$ cat src/rtl/kamacore_pkg.sv
// Shared widths, LSU access-size encodings, FSM state constants and request legality check.
package kamacore_pkg;

  localparam int unsigned CPU_WIDTH  = 32;
  localparam int unsigned ADDR_WIDTH = 32;

  localparam logic [2:0] F3_B  = 3'b000;
  localparam logic [2:0] F3_H  = 3'b001;
  localparam logic [2:0] F3_W  = 3'b010;
  localparam logic [2:0] F3_BU = 3'b100;
  localparam logic [2:0] F3_HU = 3'b101;

  typedef logic [1:0] lsu_state_e;
  localparam lsu_state_e LSU_IDLE = 2'd0;
  localparam lsu_state_e LSU_RD   = 2'd1;
  localparam lsu_state_e LSU_WR   = 2'd2;
  localparam lsu_state_e LSU_RESP = 2'd3;

  // Unsupported size, unsigned store, or misaligned H/W access.
  function automatic logic lsu_illegal(input logic we, input logic [2:0] funct3,
                                       input logic [1:0] addr_lo);
    logic bad;
    case (funct3)
      F3_B:         bad = 1'b0;
      F3_H:         bad = addr_lo[0];
      F3_W:         bad = |addr_lo;
      F3_BU:        bad = we;
      F3_HU:        bad = we | addr_lo[0];
      default:      bad = 1'b1;
    endcase
    return bad;
  endfunction

endpackage

$ cat src/rtl/kamacore_lsu_lane.sv
// Byte-lane logic: load extract/extend and sub-word store merge, purely combinational.
module kamacore_lsu_lane
  import kamacore_pkg::*;
(
  input  logic [2:0]           funct3,
  input  logic [1:0]           addr_lo,
  input  logic [CPU_WIDTH-1:0] word,
  input  logic [CPU_WIDTH-1:0] wdata,
  output logic [CPU_WIDTH-1:0] rdata,
  output logic [CPU_WIDTH-1:0] merged
);

  logic [7:0]  byte_v;
  logic [15:0] half_v;

  always_comb begin
    byte_v = word[{addr_lo, 3'b000} +: 8];
    half_v = word[{addr_lo[1], 4'b0000} +: 16];

    rdata = '0;
    case (funct3)
      F3_B:    rdata = {{24{byte_v[7]}}, byte_v};
      F3_BU:   rdata = {24'd0, byte_v};
      F3_H:    rdata = {{16{half_v[15]}}, half_v};
      F3_HU:   rdata = {16'd0, half_v};
      F3_W:    rdata = word;
      default: rdata = '0;
    endcase

    merged = word;
    case (funct3)
      F3_B:    merged[{addr_lo, 3'b000} +: 8] = wdata[7:0];
      F3_H:    merged[{addr_lo[1], 4'b0000} +: 16] = wdata[15:0];
      F3_W:    merged = wdata;
      default: merged = word;
    endcase
  end

endmodule

$ cat src/rtl/kamacore_lsu.sv
// Load/store unit: one byte-addressed request at a time onto a word RAM, with RMW for SB/SH.
module kamacore_lsu
  import kamacore_pkg::*;
#(
  parameter int unsigned MEM_ADDR_WIDTH = 10
) (
  input  logic                      clk,
  input  logic                      rst_n,
  input  logic                      req_valid,
  output logic                      req_ready,
  input  logic                      req_we,
  input  logic [2:0]                req_funct3,
  input  logic [ADDR_WIDTH-1:0]     req_addr,
  input  logic [CPU_WIDTH-1:0]      req_wdata,
  output logic                      rsp_valid,
  output logic [CPU_WIDTH-1:0]      rsp_rdata,
  output logic                      rsp_err,
  output logic                      mem_we,
  output logic [MEM_ADDR_WIDTH-1:0] mem_a,
  output logic [CPU_WIDTH-1:0]      mem_di,
  input  logic [CPU_WIDTH-1:0]      mem_spo
);

  lsu_state_e                state_q, state_d;
  logic                      we_q;
  logic [2:0]                funct3_q;
  logic [MEM_ADDR_WIDTH+1:0] addr_q;
  logic [CPU_WIDTH-1:0]      wdata_q;
  logic [CPU_WIDTH-1:0]      rdword_q;
  logic [MEM_ADDR_WIDTH-1:0] mem_a_q;
  logic [CPU_WIDTH-1:0]      rsp_rdata_q;
  logic                      rsp_err_q;

  logic                      accept;
  logic                      req_bad;
  logic [MEM_ADDR_WIDTH-1:0] word_idx;
  logic [CPU_WIDTH-1:0]      lane_word, lane_rdata, lane_merged;

  // Upper address bits fall outside the RAM and simply wrap.
  logic unused_addr;
  assign unused_addr = ^req_addr[ADDR_WIDTH-1:MEM_ADDR_WIDTH+2];

  assign req_ready = (state_q == LSU_IDLE) && rst_n;
  assign accept    = req_valid && req_ready;
  assign req_bad   = lsu_illegal(req_we, req_funct3, req_addr[1:0]);
  assign word_idx  = addr_q[MEM_ADDR_WIDTH+1:2];

  // RD extracts from live RAM data; WR merges into the word captured during RD.
  assign lane_word = (state_q == LSU_RD) ? mem_spo : rdword_q;

  kamacore_lsu_lane u_lane (
    .funct3  (funct3_q),
    .addr_lo (addr_q[1:0]),
    .word    (lane_word),
    .wdata   (wdata_q),
    .rdata   (lane_rdata),
    .merged  (lane_merged)
  );

  always_comb begin
    state_d = state_q;
    case (state_q)
      LSU_IDLE: begin
        if (accept) begin
          if (req_bad)                             state_d = LSU_RESP;
          else if (req_we && req_funct3 == F3_W)   state_d = LSU_WR;
          else                                     state_d = LSU_RD;
        end
      end
      LSU_RD:   state_d = we_q ? LSU_WR : LSU_RESP;
      LSU_WR:   state_d = LSU_RESP;
      default:  state_d = LSU_IDLE;
    endcase
  end

  always_ff @(posedge clk) begin
    if (!rst_n) begin
      state_q     <= LSU_IDLE;
      we_q        <= 1'b0;
      funct3_q    <= '0;
      addr_q      <= '0;
      wdata_q     <= '0;
      rdword_q    <= '0;
      mem_a_q     <= '0;
      rsp_rdata_q <= '0;
      rsp_err_q   <= 1'b0;
    end else begin
      state_q <= state_d;
      case (state_q)
        LSU_IDLE: begin
          if (accept) begin
            we_q        <= req_we;
            funct3_q    <= req_funct3;
            addr_q      <= req_addr[MEM_ADDR_WIDTH+1:0];
            wdata_q     <= req_wdata;
            rsp_err_q   <= req_bad;
            rsp_rdata_q <= '0;
          end
        end
        LSU_RD: begin
          mem_a_q  <= word_idx;
          rdword_q <= mem_spo;
          if (!we_q) rsp_rdata_q <= lane_rdata;
        end
        LSU_WR: mem_a_q <= word_idx;
        default: begin
          rsp_rdata_q <= '0;
          rsp_err_q   <= 1'b0;
        end
      endcase
    end
  end

  assign rsp_valid = (state_q == LSU_RESP);
  assign rsp_rdata = rsp_rdata_q;
  assign rsp_err   = rsp_err_q;

  assign mem_we = (state_q == LSU_WR) && rst_n;
  assign mem_a  = (state_q == LSU_RD || state_q == LSU_WR) ? word_idx : mem_a_q;
  assign mem_di = (state_q == LSU_WR) ? lane_merged : mem_spo;

endmodule

$ cat config.mk
export PLATFORM = sky130hd
export DESIGN_NAME = kamacore_lsu
export DESIGN_NICKNAME = d
export VERILOG_FILES = /design/src/rtl/kamacore_pkg.sv /design/src/rtl/kamacore_lsu_lane.sv /design/src/rtl/kamacore_lsu.sv
export SDC_FILE = /design/constraint.sdc
export NUM_CORES = 1
export LEC_CHECK = 0
export CORE_MARGIN = 2
export CORE_UTILIZATION = 45
export DETAILED_ROUTE_END_ITERATION = 6
export PLACE_DENSITY = 0.78
export RECOVER_POWER = 50
export REMOVE_ABC_BUFFERS = 1
export SYNTH_ARGS = -nofsm -noshare
export SYNTH_HDL_FRONTEND = slang
export SYNTH_HIERARCHICAL = 1
export SYNTH_SLANG_ARGS = --single-unit
$ cat constraint.sdc
create_clock -name clk -period 2.65 [get_ports clk]
set_input_delay 0.3975 -clock clk [delete_from_list [all_inputs] [get_ports clk]]
set_output_delay 0.3975 -clock clk [all_outputs]
set_load 0.005 [all_outputs]
Word level (Yosys, flattened, before mapping)
Index checks and enable logic that the tools add are counted.
{"block": "word_totals", "elab_cells": 64, "register_bits": 125, "input_bits": 103, "out_inout_bits": 78}
{"block": "op_classes", "n_reduce_logical": 13, "n_shift": 6, "n_addsub": 2, "mux": 18, "n_eq_ne": 13, "bitwise": 3}
{"op": "32-bit case mux with 3 select lines", "count": 2}
{"op": "32-bit case mux with 5 select lines", "count": 1}
{"op": "32-bit 2-to-1 mux", "count": 4}
{"op": "32-bit bitwise mux", "count": 2}
{"op": "16-bit by 7-bit variable shift with 32-bit output (first input constant)", "count": 1}
{"op": "8-bit by 7-bit variable shift with 32-bit output (first input constant)", "count": 1}
{"op": "16-bit by 7-bit indexed part select with 32-bit output", "count": 1}
{"op": "32-bit by 6-bit indexed part select with 16-bit output", "count": 1}
{"op": "32-bit by 6-bit indexed part select with 8-bit output", "count": 1}
{"op": "8-bit by 7-bit indexed part select with 32-bit output", "count": 1}
{"op": "5-bit negator with 7-bit output", "count": 2}
{"op": "3-bit equality test (second input constant)", "count": 4}
{"op": "10-bit 2-to-1 mux", "count": 1}
{"op": "3-bit by 1-bit equality test with 1-bit output (second input constant)", "count": 2}
{"op": "3-bit by 2-bit equality test with 1-bit output (second input constant)", "count": 2}
{"op": "3-bit zero test", "count": 2}
{"op": "2-bit 2-to-1 mux", "count": 3}
{"op": "2-bit case mux with 3 select lines", "count": 1}
{"op": "1-bit case mux with 5 select lines", "count": 1}
{"op": "2-bit equality test (second input constant)", "count": 2}
{"op": "1-bit logical AND", "count": 4}
{"op": "2-bit != test (second input constant)", "count": 2}
{"op": "2-bit AND reduction", "count": 2}
{"op": "2-bit OR reduction", "count": 2}
{"op": "other kinds (8)", "count": 10}

Longest topological paths before layout
{"block": "depth", "ltp_word": 6, "ltp_mapped": 11, "ltp_nobuf": 8}

Modules after synthesis
Netlist, hierarchy kept.
{"mod": "kamacore_lsu", "cells_each": 485, "seq_area_each_um2": 2502.4, "area_each_um2": 4933.5, "n_inst": 1}
{"mod": "kamacore_lsu_lane", "cells_each": 314, "seq_area_each_um2": 0.0, "area_each_um2": 2120.8, "n_inst": 1}

Worst setup path before layout
Ideal clock, no wire load.
{"block": "synth_path", "path_type": "register -> output", "startpoint": "reg state_q[0]", "endpoint": "out mem_di[16]", "arrival_ns": 2.430, "path_slack_ns": -0.178, "n_path_buf": 2, "stages_incl_launch_ff": 10, "path_cell_list": "dfxtp_1 -> ha_1 -> buf_4 -> buf_2 -> mux2_2 -> mux2_2 -> a32o_1 -> o32a_1 -> a31o_2 -> mux2_2"}
{"block": "synth_via", "elab_chain_len": 5}
{"item": "start: declaration", "line": "kamacore_lsu.sv:24", "text": "lsu_state_e state_q, state_d;"}
{"item": "start signal: assignment", "line": "kamacore_lsu.sv:88", "text": "state_q <= state_d;"}
{"item": "2-bit by 1-bit equality test with 1-bit output (*)", "line": "kamacore_lsu.sv:49", "text": "assign lane_word = (state_q == LSU_RD) ? mem_spo : rdword_q;"}
{"item": "32-bit 2-to-1 mux (*)"}
{"item": "via lane_word[16]", "line": "kamacore_lsu.sv:37", "text": "logic [CPU_WIDTH-1:0] lane_word, lane_rdata, lane_merged;"}
{"item": "32-bit bitwise mux (on tied branches)", "line": "kamacore_lsu_lane.sv:33, kamacore_lsu_lane.sv:32"}
{"item": "32-bit case mux with 3 select lines (*)", "line": "kamacore_lsu_lane.sv:31", "text": "case (funct3)"}
{"item": "via lane_merged[16]", "line": "kamacore_lsu.sv:37"}
{"item": "32-bit 2-to-1 mux (*)", "line": "kamacore_lsu.sv:120", "text": "assign mem_di = (state_q == LSU_WR) ? lane_merged : mem_spo;"}
{"item": "end: declaration", "line": "kamacore_lsu.sv:20", "text": "output logic [CPU_WIDTH-1:0] mem_di,"}
Mark *: on every way through the listed nets, which the timed path passes. The rest lies on a longest branch.

Final worst setup path
{"block": "layout_path", "startpoint": "reg state_q[1]", "endpoint": "out mem_di[19]"}
Same word-level chain as after synthesis.

==> key figures <==
Timing
  • Final setup margin: -0.600 ns
  • Slew Viols, Final: 0
  • Worst slew pin tran: 0.784 ns
  • Post-layout minimum cycle time: 3.25 ns
  • Setup-failing EPs final: 56
  • Fin Clk Skew: 0.00554 ns
  • Fin. Hold Viols: 0
  • Final period util: 1.23
  • Highest Clock Rate: 308 MHz
  • WHS: ~0.45 ns
  • Relative slew slack: 0.476
  • RSZ-0062 raised after global routing: true

Power and ir drop
  • Sequential power share: 0.205
  • Maximum vdd drop: 646 uV
  • Pleak: 0.00464 uW
  • Internal power: about 7600 uW
  • Net switching power: 4220 uW
  • Total Power: about 12000 uW
  • Sw Ratio: 0.358
  • Comb power frac: 0.563
  • Pwr dens: 1070 mW/mm^2
  • Clock power share: 0.232

Floorplan
  • Die Footprint: 0.0167 sq mm
  • Rows: 45
  • Die width: about 130 um
  • Ports: 181
  • Core ar.: ~0.015 sq mm
  • Starting Density: 0.462
  • Height of the die: 129 um

Clock network
  • Max Root-Sink Buffers: 2
  • CTS H-tree lvls: 4
  • CTS tree: built
  • Cts bufs inserted: 17
  • CTS hold repair buffers: 0
  • Clk sink count: ~130
  • Clk_lat worst skew: 0.43 ns
  • Root Driver: clkbuf_16
  • Clock slew at reported path FFs: 0.06 ns

Drt
  • Total number of vias: approximately 7600
  • Vias per cell: 6.02
  • DRC errors left: 4
  • DRT iter0 DRCs: 985
  • Routed len/inst: 21.2 um
  • Routed Antenna Nets: 0
  • Total Wirelength: 26.9 mm
  • Initial DRT Pass Iterations: 7

Worst setup path
  • Setup crit start kind: flip-flop
  • Worst Path Required: around 2.3 ns
  • Critical Path AT: 2.85 ns
  • CP Capture Type: primary output
  • Critical-path maximum fanout: 7
  • WS Path Type: flip-flop to primary output

GRT
  • Largest net degree at the start of global routing: 52
  • Gr usage total: 0.312
  • Global-route wire length before repair: 39.9 mm
  • Number of global-route vias before repair: 7307
  • Initial antenna violation count: 0
  • GRT overflow: 0

Placed design
  • Number of port buffers: 160
  • Dpl cell area: a little over 0.009 sq mm
  • GPL Wtd Cong: roughly 0.95
  • DP Cell Count: 1191
  • Dpl hpwl: 15.8 mm

Synthesis
  • Post-synthesis adder-cell area fraction: 0.0160
  • Flop and latch count out of synthesis: 125
  • Synth area leader: dfxtp_1
  • Leading post-synthesis cells by cell area: dfxtp_1 (35%), mux2_2 (11%), a21oi_1 (6.7%)
  • Mux contribution to synthesized area: 0.174
  • Yosys warning total: 6
  • Post-Syn Instances: ~800
  • Post-synthesis sequential area ratio: 0.355
  • Post-synthesis xor/xnor area fraction: 0
  • Mapped cell area: 0.00705 sq mm
  • Ys async rst share: 0
  • Yosys top cell area share: 0.355
  • Largest family of logic cells by synthesized area: compound AO/OA/AOI/OAI gates
  • Synth cell types: 55
  • Mapped Avg Cell Area: roughly 8.8 sq um
  • Synth Area in Simple Gates: 0.143
  • Ys flop type: dfxtp_1
  • Number of flops mapped to enable cells by yosys: 0
  • Post-synthesis compound-gate area fraction: 0.257

Layout
  • # diodes: 0
  • Share of cells above drive strength 1: 0.333
  • Design area: 0.0110 sq mm
  • Final Net Count: 1157
  • Fin cells: 1269
  • Synth-to-layout area growth: 56.2%

Status
  • Failing checks: design-rule violations, negative setup slack
  • Status: complete, but fails checks

Hold path
  • Hold Crit Class: flip-flop to flip-flop

Flow run
  • Max cap viols: 0
power groups by stage:
stage	sequential, uW	combinational [uW]	clock (uW)
floorplan	2450	2670	0
global placement	2400	4830	0
detailed placement	2410	4910	0
CTS	2390	6200	2740
global route	2440	6950	2840
finish	2410	6640	2730
final timing paths:
path,startpoint,to,slack (ns),depth (start not counted)
setup / recovery,state_q[1],mem_di[19],-0.60,12
hold / removal,addr_q[4],addr_q[4],0.45,2
setup reg to reg,state_q[1],rsp_rdata[22],-0.18,13
hold reg to reg,addr_q[4],addr_q[4],0.45,2
cell families (layout without fill, tap and decap cells):
| kind of cell | after synthesis | in the layout |
|---|---|---|
| fa+ha+maj | 9 | 9 |
| flops | 125 | 125 |
| mux | 109 | 109 |
| simple gates | 217 | 218 |
| buf+inv | 79 | 337 |
| compound gates | 260 | 260 |
worst max-delay path, cell delays in order, from the launching register on:
cell and delay, ns:
dfxtp_2 0.34, inv_2 0.05, ha_4 0.18, buf_12 0.13, buf_8 0.13, buf_6 0.12
mux2_4 0.30, mux2_4 0.30, a211oi_4 0.23, o31ai_2 0.11, o21a_1 0.14, mux2_4 0.27
buf_6 0.11
placed cells by master (no fill, tap or decap), types with 3 or more instances in the layout:
cell               n
buf_2              4
a221o_1            7
buf_12             4
o32a_1            10
clkinv_2           3
a21oi_1           80
nor2_1            34
a311oi_2           4
clkbuf_8           4
buf_4            109
and2_1            44
o22ai_1            8
a211oi_2           5
mux2_2            14
inv_1              6
a21o_1            16
mux2i_1           16
buf_6             46
o21a_1            26
clkbuf_16         17
ha_4               3
dlymetal6s2s_1     7
dfxtp_1          121
mux2_4            75
a31oi_1            8
a22o_1            39
ha_1               5
o31ai_1            4
o21ai_0           12
bufinv_16          6
nand2_1          118
dfxtp_2            3
buf_8              3
a21oi_2           14
a311oi_1           4
clkdlybuf4s50_1  121
synthesized netlist by cell type, types with 9 or more instances:
cell type	n
a21oi_1	95
a22o_1	40
and2_1	46
inv_1	9
a21o_1	16
clkbuf_1	30
o21ai_0	12
nand2_1	118
mux2_2	68
mux2_1	21
o22ai_1	10
nor2_1	35
ha_1	9
o32a_1	10
dfxtp_1	125
o21a_1	26
buf_2	21
mux2i_1	18
final cells by class:
| type | count | area, sq um |
|---|---|---|
| Clock buffer | 21 | 480 |
| Clock inverter | 11 | 210 |
| Fill cell | 1024 | 4240 |
| Inverter | 10 | 40.0 |
| Multi-Input combinational cell | 596 | 4710 |
| Sequential cell | 125 | 2510 |
| Tap cell | 211 | 264 |
| Timing Repair Buffer | 295 | 2810 |
per-stage QoR:
stage               setup TNS [ns]  utilization  worst slack (ns)
CTS                         -13.05        0.710            -0.571
finish                      -14.79        0.722            -0.600
detailed placement          -17.54        0.608            -0.540
global route                -17.96        0.722            -0.635
global placement            -15.88        0.608            -0.520
floorplan                   -40.36            -             -1.24
per-layer routing:
metal,global-route usage,share of wire,wire (um)
met3,0.0838,0.11,2840
met5,0,0,0
met2,0.499,0.46,12400
met4,0.148,0.047,1260
met1,0.393,0.39,10400
registers in the layout, summed over array words and instances (netlist names):
| name | count |
|---|---|
| rdword_q | 32 |
| state_q | 2 |
| addr_q | 12 |
| rsp_rdata | 32 |
| mem_a_q | 10 |
| funct3_q | 3 |
| wdata_q | 32 |
| we_q | 1 |
| rsp_err | 1 |
repair_timing:
| action | CTS | global route |
|---|---|---|
| setup buffers | 37 | 13 |
| cloned | 4 | 0 |
| setup endpoints to repair | 67 | 69 |
| resized for setup | 282 | 54 |
| pin swaps | 55 | 36 |
No activity file was read; power rests on OpenSTA's default activity.
